<file path="src/rtl/covert_tx_scheduler.sv">
// Frame sequencer for the antenna covert channel: preamble + data byte, one bit per slot, one MMCM window per slot.
// Latency: first slot starts the cycle after acceptance; tx_ready is only high in IDLE, so bytes wait while a frame runs.
module covert_tx_scheduler #(
   parameter int          BIT_CYCLES   = 1000000,
   parameter int          GUARD_CYCLES = 1000,
   parameter logic [7:0]  PREAMBLE     = 8'hA5
) (
   input  logic       clk,
   input  logic       rst_n,
   input  logic       enable,
   input  logic [7:0] tx_data,
   input  logic       tx_valid,
   output logic       tx_ready,
   output logic       antenna_en,
   output logic       meas_start,
   input  logic       meas_done,
   output logic       busy,
   output logic       frame_done,
   output logic [7:0] timeout_cnt
);

   localparam int MAXC = (BIT_CYCLES > GUARD_CYCLES) ? BIT_CYCLES : GUARD_CYCLES;
   localparam int CW   = $clog2(MAXC) + 1;

   typedef enum logic [1:0] {IDLE, BIT, GUARD, DONE} state_t;

   state_t        state, state_n;
   logic [CW-1:0] cnt, cnt_n;
   logic [15:0]   shift_reg, shift_n;
   logic [3:0]    bit_idx, bit_idx_n;
   logic          seen, seen_n;
   logic [7:0]    tcnt_n;
   logic          ant_n, ms_n;

   always_comb begin
      state_n   = state;
      cnt_n     = cnt;
      shift_n   = shift_reg;
      bit_idx_n = bit_idx;
      seen_n    = seen;
      tcnt_n    = timeout_cnt;
      case (state)
         IDLE: begin
            if (enable && tx_valid) begin
               shift_n   = {PREAMBLE, tx_data};
               bit_idx_n = 4'd15;
               cnt_n     = '0;
               seen_n    = 1'b0;
               state_n   = BIT;
            end
         end
         BIT: begin
            seen_n = seen | meas_done;
            if (cnt == CW'(BIT_CYCLES - 1)) begin
               cnt_n   = '0;
               state_n = GUARD;
            end else begin
               cnt_n = cnt + CW'(1);
            end
         end
         GUARD: begin
            seen_n = seen | meas_done;
            if (cnt == CW'(GUARD_CYCLES - 1)) begin
               cnt_n = '0;
               // meas_done arriving on the very last guard cycle still counts as seen
               if (!(seen | meas_done) && timeout_cnt != 8'hFF)
                  tcnt_n = timeout_cnt + 8'd1;
               if (bit_idx == 4'd0) begin
                  state_n = DONE;
               end else begin
                  shift_n   = {shift_reg[14:0], 1'b0};
                  bit_idx_n = bit_idx - 4'd1;
                  seen_n    = 1'b0;
                  state_n   = BIT;
               end
            end else begin
               cnt_n = cnt + CW'(1);
            end
         end
         DONE: state_n = IDLE;
         default: state_n = IDLE;
      endcase
      // Abort discards the partial slot, so no timeout is charged for it
      if (!enable && state != IDLE) begin
         state_n = IDLE;
         cnt_n   = '0;
         tcnt_n  = timeout_cnt;
      end
      ant_n = (state_n == BIT) && shift_n[15];
      ms_n  = (state_n == BIT) && (state != BIT);
   end

   always_ff @(posedge clk or negedge rst_n) begin
      if (!rst_n) begin
         state       <= IDLE;
         cnt         <= '0;
         shift_reg   <= '0;
         bit_idx     <= '0;
         seen        <= 1'b0;
         timeout_cnt <= '0;
         antenna_en  <= 1'b0;
         meas_start  <= 1'b0;
      end else begin
         state       <= state_n;
         cnt         <= cnt_n;
         shift_reg   <= shift_n;
         bit_idx     <= bit_idx_n;
         seen        <= seen_n;
         timeout_cnt <= tcnt_n;
         antenna_en  <= ant_n;
         meas_start  <= ms_n;
      end
   end

   assign tx_ready   = (state == IDLE) && enable;
   assign busy       = (state != IDLE);
   assign frame_done = (state == DONE) && enable;

endmodule

</file>
<file path="config.mk">
export PLATFORM = sky130hd
export DESIGN_NAME = covert_tx_scheduler
export DESIGN_NICKNAME = d
export VERILOG_FILES = /design/src/rtl/covert_tx_scheduler.sv
export SDC_FILE = /design/constraint.sdc
export NUM_CORES = 1
export LEC_CHECK = 0
export CAP_MARGIN = 20
export CORE_MARGIN = 3
export CORE_UTILIZATION = 57
export DETAILED_ROUTE_END_ITERATION = 8
export PLACE_DENSITY_LB_ADDON = 0.3
export SETUP_SLACK_MARGIN = 0.1
export SLEW_MARGIN = 20
export SYNTH_ARGS = -nofsm -noshare
export SYNTH_HDL_FRONTEND = slang
export SYNTH_SLANG_ARGS = --single-unit
</file>
<file path="constraint.sdc">
create_clock -name clk -period 2.8 [get_ports clk]
set_input_delay 0.28 -clock clk [delete_from_list [all_inputs] [get_ports clk]]
set_output_delay 0.28 -clock clk [all_outputs]
set_load 0.01 [all_outputs]
</file>
---- Word-level counts from Yosys, hierarchy flattened ----
Cells that the tools add are included.
Widths: inputs -> output; s select.
operators by class
  $add $sub $neg .......................... 3
  equality and inequality tests ........... 12
  multiplexer cells ....................... 23
  bitwise gates (word level) .............. 2
  reductions and logical operators ........ 19
operator list
  cell                   count
  $mux 21                4
  $pmux 21 s3            1
  $mux 16                3
  $pmux 16 s2            1
  $add 21x1->21 const B  1
  $eq 21x10->1 const B   1
  $eq 21x20->1 const B   1
  $mux 4                 3
  $mux 2                 5
  $add 8x1->8 const B    1
  $ne 8x8->1 const B     1
  $pmux 2 s4             1
  $pmux 4 s2             1
  $reduce_and 4->1       2
  $logic_and 1x1->1      7
  $ne 2x2->1 const B     3
  $eq 2x1->1 const B     2
  $eq 2x2->1 const B     2
  $logic_not 4->1        1
  $reduce_and 2->1       2
  $reduce_bool 2->1      2
  $reduce_bool 4->1      1
  $sub 4x1->4 const B    1
  $mux 1                 3
  other kinds (8)        9
word-level totals
  register bits after elaboration ......... 54
  input port bits ......................... 13
  output and inout port bits .............. 13
  logic and storage cells ................. 68

---- Longest topological paths before layout ----
Gate-level depths: netlist of the first run.
  depth after elaboration ................. 7
  mapped depth ............................ 9
  depth with buffers taken out ............ 8

---- Least setup slack after synthesis of the first run ----
OpenSTA, ideal clock, no wires.
  path kind ............................... reg-to-reg
  start point ............................. reg cnt[0]
  end point ............................... reg cnt[6]
  setup time .............................. 0.124 ns
  arrival ................................. 1.932 ns
  data required time ...................... 2.676 ns
  path slack .............................. 0.744 ns
  stages on the path, launching flop included .. 8
  path buffers ............................ 0
  clock period less this slack ............ 2.056 ns
  cell sequence ........................... dfrtp_1 > ha_1 > nor4bb_1 > nand4_2 > o21ai_0 > a21oi_1 > and3_1 > a211o_1
on the way
  longest elaborated chain between the ends .. 4
  elaborated cells on any way between the ends .. 7
  classes of those cells .................. add/sub (1); eq/ne (2); mux (4)
ends and longest elaborated chain
  element                                      line    source
  start, declared                              28      logic [CW-1:0] cnt, cnt_n;
  start signal, assigned                       105     cnt <= cnt_n;
  $add 21x1->21, or another cell as far along  58, 77
  $mux 21 (on tied branches)                   63, 54
  $pmux 21 s3 *                                42      case (state)
  $mux 21 *                                    84      if (!enable && state != IDLE) begin
Mark *: on every way between the ends. The rest lies on a longest branch, timed or not.
A chain may end at the register's enable or synchronous reset.

---- Final worst setup path of the first run ----
  start point ............................. reg state[0]
  end point ............................... reg cnt[11]
on the way
  longest elaborated chain between the ends .. 4
  elaborated cells on any way between the ends .. 10
  classes of those cells .................. eq/ne (3); mux (2); reduce/logical (5)
ends and longest elaborated chain
  element                                                    line  source
  start, declared                                            27    state_t state, state_n;
  start signal, assigned                                     104   state <= state_n;
  $reduce_bool 2->1                                          84
  $logic_and 1x1->1                                          84
  $ne 3x3->1 (no line) or $reduce_bool 4->1 (tied branches)  n/a
  $reduce_and 2->1 (no line)                                 n/a
Several ways; a longest one is shown, not always the timed one.

==> out/qor.yml, run 1 <==
dpl_cell_area_um2: 3240
crit_fanout: 16
cts_hold_buf: 0
cts_setup_buffers: 0
clk_latency_ps: 310
whs_ps: 85.9
io_pins: 26
clock-sinks: 54
gp_congestion: 0.951
r2r-start: "state[0]"
stdcell_area_um2: 3330
tritoncts: "built"
die_w_um: 77.7
ir_drop_mv: 0.317
setup_ws_ps: 337
p_per_area_nw_per_um2: 598
async_flop_share_pct: 100
ant_nets: 0
tightest_slew_ps: 666
clk_pin_slew_ps: 90
finalCritPeriodShare_pct: 88.0
cts_root_buf: "clkbuf_8"
min-delay-path-class: "input pin to async pin"
outcome: "finished, final reports clean"
cts_buffers: 5
synth_top_area_share_pct: 46.1
finalCriticalPeriod_ps: 2460
num-nets-final: 369
grt_max_degree: 55
largest_register_ffs: 21
ys_ff_latch: 54
drive_above_1_share_pct: 6.00
syn_inst: 323
synth_cell_types: 47
timing.fmax_mhz: 406
path_class: "flop to flop"
antenna_found_initial: 0
rows: 25
ys.flop_type: "dfrtp_1"
drv_cap: 0
dpl.hpwl_um: 4490
grt_usage_pct: 22.8
io_buffers: 25
cts_resized: 0
grt_pass1_vias: 2438
reg2reg_to: "cnt[11]"
viasPerCell: 5.98
drt-pass1-iter-count: 4
finalHoldViolations: 0
core_region_area_um2: 4850
dp_slack_ps: 367
cts_max_path_buffers: 2
r2r_slack_ps: 340
synth_edf_count: 0
wl_per_cell_um: 15.3
finalSetupTns_ps: 0
relSlewSlack_pct: 55.6
slew_viol_final: 0
leakagePower_nw: 1.44
r2r_cells: 8
rsz0062_at_grt: "no"
die_y_um: 77.7
antennaDiodeCount: 0
grt_pass1_wl_um: 11200
finalClockSkew_ps: 13.1
syn_nets: 343
grt.overflow.total: 0
avgSynthCellArea_um2: 9.08
synth_top_cell_by_area: "dfrtp_1"
syn2layout_area_growth_pct: 13.5
setup_viol: 0
htree_num_levels: 2
worst_setup_path_end_kind: "flop"
wl_um: 6380
synth.yosys.warnings: 0
synthTopCellsByArea: "dfrtp_1, a21oi_1, nor2_1"
crit_path_start_kind: "flop"
drtIter0Drc: 244
fin_util_pct: 68.6
dieArea_um2: 6040
yosysSeqAreaShare_pct: 46.1
vias: 2494
worstPathArrival_ps: 2720
initial_core_util_pct: 60.5
route.detailed.drc: 0
netlist_area_um2: 2930
worst_ep_required_time_ps: 3050
==> where the power goes <==
part	total [mW]	leakage, nW	internal [mW]	switching (mW)
logic	0.633	0.702	0.229	0.404
clock network	0.435	0.0452	0.177	0.258
registers	0.923	0.694	0.872	0.0518
total	1.99	1.44	1.28	0.713
==> placed cells by master (no fill, tap or decap), drive strengths merged, types with 3 or more instances in the layout <==
cell type and instances:
a31oi 5, nor4 5, a22o 6, clkbuf 6, buf 6, o31ai 3, a21oi 31, nor3 9
nor2 39, dfrtp 54, xor2 4, nand3 14, inv 13, clkdlybuf4s50 24, xnor2 10, nand2 27
a21o 6, o22a 3, o21ai 29, nand4 9, ha 7, nor2b 6, and4 5, and3 5
and2 4, or3 3
==> stage by stage <==
| stage | power [mW] | cells |
|---|---|---|
| 4_1_cts | 1.99 | 417 |
| 3_3_place_gp | 1.55 | 409 |
| 2_1_floorplan | 1.35 | 323 |
| 6_report | 1.99 | 417 |
| 5_1_grt | 2.13 | 417 |
| 3_5_place_dp | 1.56 | 409 |
==> metal layers <==
layer | share of wire (%) | vias to the layer above | global-route usage [%]
met5 | 0 | - | 0
met1 | 47 | 1235 | 30.2
met2 | 48 | 57 | 38.3
met3 | 4.6 | 6 | 4.76
met4 | 0.80 | 0 | 5.87
li1 | - | 1196 | -
==> cell families after synthesis <==
logic type	share of synthesized area (%)
flops	46.1
compound gates	18.3
fa+ha+maj	2.99
mux	1.07
xor+xnor	4.18
simple gates	23.8
buf+inv	3.59
==> cell usage after synthesis, types with 2 or more instances <==
cell type  instances
nor3_1             7
clkbuf_1           5
and4_1             5
a22o_1             6
mux2i_1            2
a31oi_1            5
and2_1             4
buf_2              2
and3_1             5
o21ai_0           28
a21o_1             6
xnor2_1           10
nor3_2             2
nand3_1           14
nor4_1             4
ha_1               7
a21oi_1           30
nor4b_1            2
nand4_2            2
or3_1              2
o22a_1             3
xor2_1             4
nand4_1            7
dfrtp_1           54
nand2_1           27
nand2b_1           2
inv_1             13
nor2b_1            6
nor2_1            39
o31ai_1            3
==> layout make-up <==
| cell class | count | area (um^2) |
|---|---|---|
| Clock buffer | 6 | 72.6 |
| Timing Repair Buffer | 30 | 283 |
| Multi-Input combinational cell | 245 | 1480 |
| Tap cell | 67 | 83.8 |
| Fill cell | 384 | 1520 |
| Clock inverter | 2 | 13.8 |
| Sequential cell | 54 | 1350 |
| Inverter | 13 | 48.8 |
==> how the worst max path moves through the flow <==
stage                        start      end  slack [ps]
after detailed placement    cnt[0]   cnt[2]         370
final                     state[0]  cnt[11]         340
after floorplan             cnt[0]   cnt[6]         740
after global routing        cnt[0]  cnt[15]         140
after CTS                   cnt[0]   cnt[3]         370
after global placement      cnt[0]   cnt[3]         430
==> critical path, cell delays in order (launching register included) <==
cell     delay, ps
dfrtp_1        440
inv_1          100
ha_1           480
nand3_1        220
o21a_1         170
or3_1          410
or3_1          330
a21oi_1        150
a21o_1         100
No activity file was read; power rests on OpenSTA's default activity.
==> run 2, diff against run 1 <==
--- a/config.mk
+++ b/config.mk
@@ -7,7 +7,7 @@
 export LEC_CHECK = 0
 export CAP_MARGIN = 20
 export CORE_MARGIN = 3
-export CORE_UTILIZATION = 57
+export CORE_UTILIZATION = 52
 export DETAILED_ROUTE_END_ITERATION = 8
 export PLACE_DENSITY_LB_ADDON = 0.3
 export SETUP_SLACK_MARGIN = 0.1
==> constraint.sdc (replaced) <==
create_clock -name clk -period 2.22 [get_ports clk]
set_input_delay 0.333 -clock clk [delete_from_list [all_inputs] [get_ports clk]]
set_output_delay 0.333 -clock clk [all_outputs]
set_load 0.01 [all_outputs]
==> run 2 against run 1 <==
Non-clock buffer count is 30 higher. Core utilization up 1.1 points. Clock-buffer cell count is 1 lower. Highest routed layer unchanged. Clock skew fell by 9.2 ps. Hold slack worse by 80 ps. Global-route usage down 0.077 points. Design area rose by 10%. Clock power increased by 20%. Sequential cell count stayed put. Sequential share of layout area down 3.8 points. Largest power group unchanged. Power increased by 32%. Maximum frequency up 20%.
==> out/qor.yml, run 2 (synthesized netlist as in run 1, its figures left out) <==
outcome: "finished, final reports clean"
initial_core_util_pct: 55.6
grt_max_degree: 55
dpl.hpwl_um: 4890
r2r_slack_ps: 160
dp_slack_ps: 27.5
vias: 2682
clk_latency_ps: 300
cts_hold_buf: 0
io_buffers: 25
die_y_um: 81.1
ant_nets: 0
final_common_cell: "dfrtp_1"
finalClockSkew_ps: 3.95
largest_register_ffs: 21
slowest_delay_ps: 500
finalSetupTns_ps: 0
grt_pass1_wl_um: 11800
relSlewSlack_pct: 66.8
die_w_um: 81.1
core_region_area_um2: 5270
drt-pass1-iter-count: 5
sw_frac_of_total_pct: 35.8
clk_pin_slew_ps: 90
cp_cell_sequence: "and4_1, nand4_4, or3_4, a21oi_2, o21ai_0"
combPwrFrac_pct: 36.4
finalCritPeriodShare_pct: 92.7
stdcell_area_um2: 3670
layout.cells.non_filler: 451
io_pins: 26
antenna_found_initial: 0
cts_buffers: 5
r2r-start: "cnt[6]"
clock-sinks: 54
antennaDiodeCount: 0
finalHoldViolations: 0
slew_viol_final: 0
p_per_area_nw_per_um2: 717
grt.overflow.total: 0
ir_drop_mv: 0.373
cts_max_path_buffers: 2
worst_setup_path_end_kind: "flop"
dieArea_um2: 6570
p_switching_mw: 0.942
tightest_slew_ps: 494
grt_usage_pct: 22.8
viasPerCell: 5.95
num-nets-final: 401
drive_above_1_share_pct: 17.6
crit_fanout: 8
wl_per_cell_um: 15.8
drv_cap: 0
layout_common_cells: "dfrtp_1, nor2_1, buf_4"
r2r_cells: 5
dp.cells: 439
worst_ep_required_time_ps: 2400
dpl_cell_area_um2: 3460
worstPathArrival_ps: 2240
rsz0062_at_grt: "yes"
finalCriticalPeriod_ps: 2060
drtIter0Drc: 183
min-delay-path-class: "input pin to async pin"
wl_um: 7140
rows: 26
path_class: "flop to flop"
gp_congestion: 0.902
tritoncts: "built"
critical_path.slowest_cell: "or3_4"
crit_path_start_kind: "flop"
syn2layout_area_growth_pct: 25.3
leakagePower_nw: 1.63
reg2reg_to: "shift_reg[12]"
cts_root_buf: "clkbuf_8"
grt_pass1_vias: 2546
setup_viol: 0
internal_power_mw: 1.69
seqPwrFrac_pct: 43.8
pwr-share-clk_pct: 19.8
timing.fmax_mhz: 486
route.detailed.drc: 0
setup_ws_ps: 162
htree_num_levels: 2
-- run 2: metrics by stage --
stage | hold slack (ps) | util, % | power (mW)
floorplan | 37.4 | - | 1.70
finish | 5.42 | 69.7 | 2.63
global placement | 348 | 65.7 | 2.02
detailed placement | 351 | 65.7 | 2.04
global route | 29.6 | 69.7 | 2.81
CTS | 25.7 | 67.8 | 2.58
-- run 2: layer usage --
metal | routed length, um | share of wire [%] | vias up | track usage [%]
met5 | 0 | 0 | - | 0
met4 | 106 | 1.5 | 0 | 6.25
met2 | 3460 | 48 | 93 | 37.3
met3 | 442 | 6.2 | 16 | 3.88
met1 | 3130 | 44 | 1299 | 31.2
li1 | - | - | 1274 | -
-- run 2: timing repair --
action,in CTS,in global routing
setup endpoints to repair,20,48
pin swaps,0,8
gates resized for setup,5,19
setup buffers,3,0
gates cloned,0,2
-- run 2: final cells by class --
| class | instances | area (um^2) |
|---|---|---|
| timing repair buffer | 60 | 522 |
| fill | 406 | 1600 |
| clock buffer | 5 | 68.8 |
| tap | 70 | 87.6 |
| multi-input combinational | 247 | 1590 |
| clock inverter | 2 | 10.0 |
| sequential | 54 | 1350 |
| inverter | 13 | 48.8 |
-- run 2: worst max path at each step --
stage	startpoint	end	slack (ps)	cells past startpoint
after detailed placement	enable	cnt[11]	30	7
after CTS	state[1]	busy	40	5
after global placement	enable	cnt[11]	20	7
after global routing	cnt[0]	shift_reg[5]	40	7
after floorplan	cnt[0]	cnt[6]	160	7
final	cnt[6]	shift_reg[12]	160	5
-- run 2: worst max-delay path: cells and delay by family (launching register included) --
family / cells / cell delay, ps
AO/OA/AOI/OAI: 2 / 420
AND/OR/NAND/NOR: 3 / 1020
flip-flops: 1 / 480
-- run 2: power by group through the flow --
stage	registers, mW	logic, mW	clock network, mW
6_report	1.15	0.960	0.521
2_1_floorplan	1.18	0.523	0
4_1_cts	1.15	0.900	0.534
3_5_place_dp	1.18	0.861	0
3_3_place_gp	1.17	0.845	0
5_1_grt	1.17	1.07	0.577
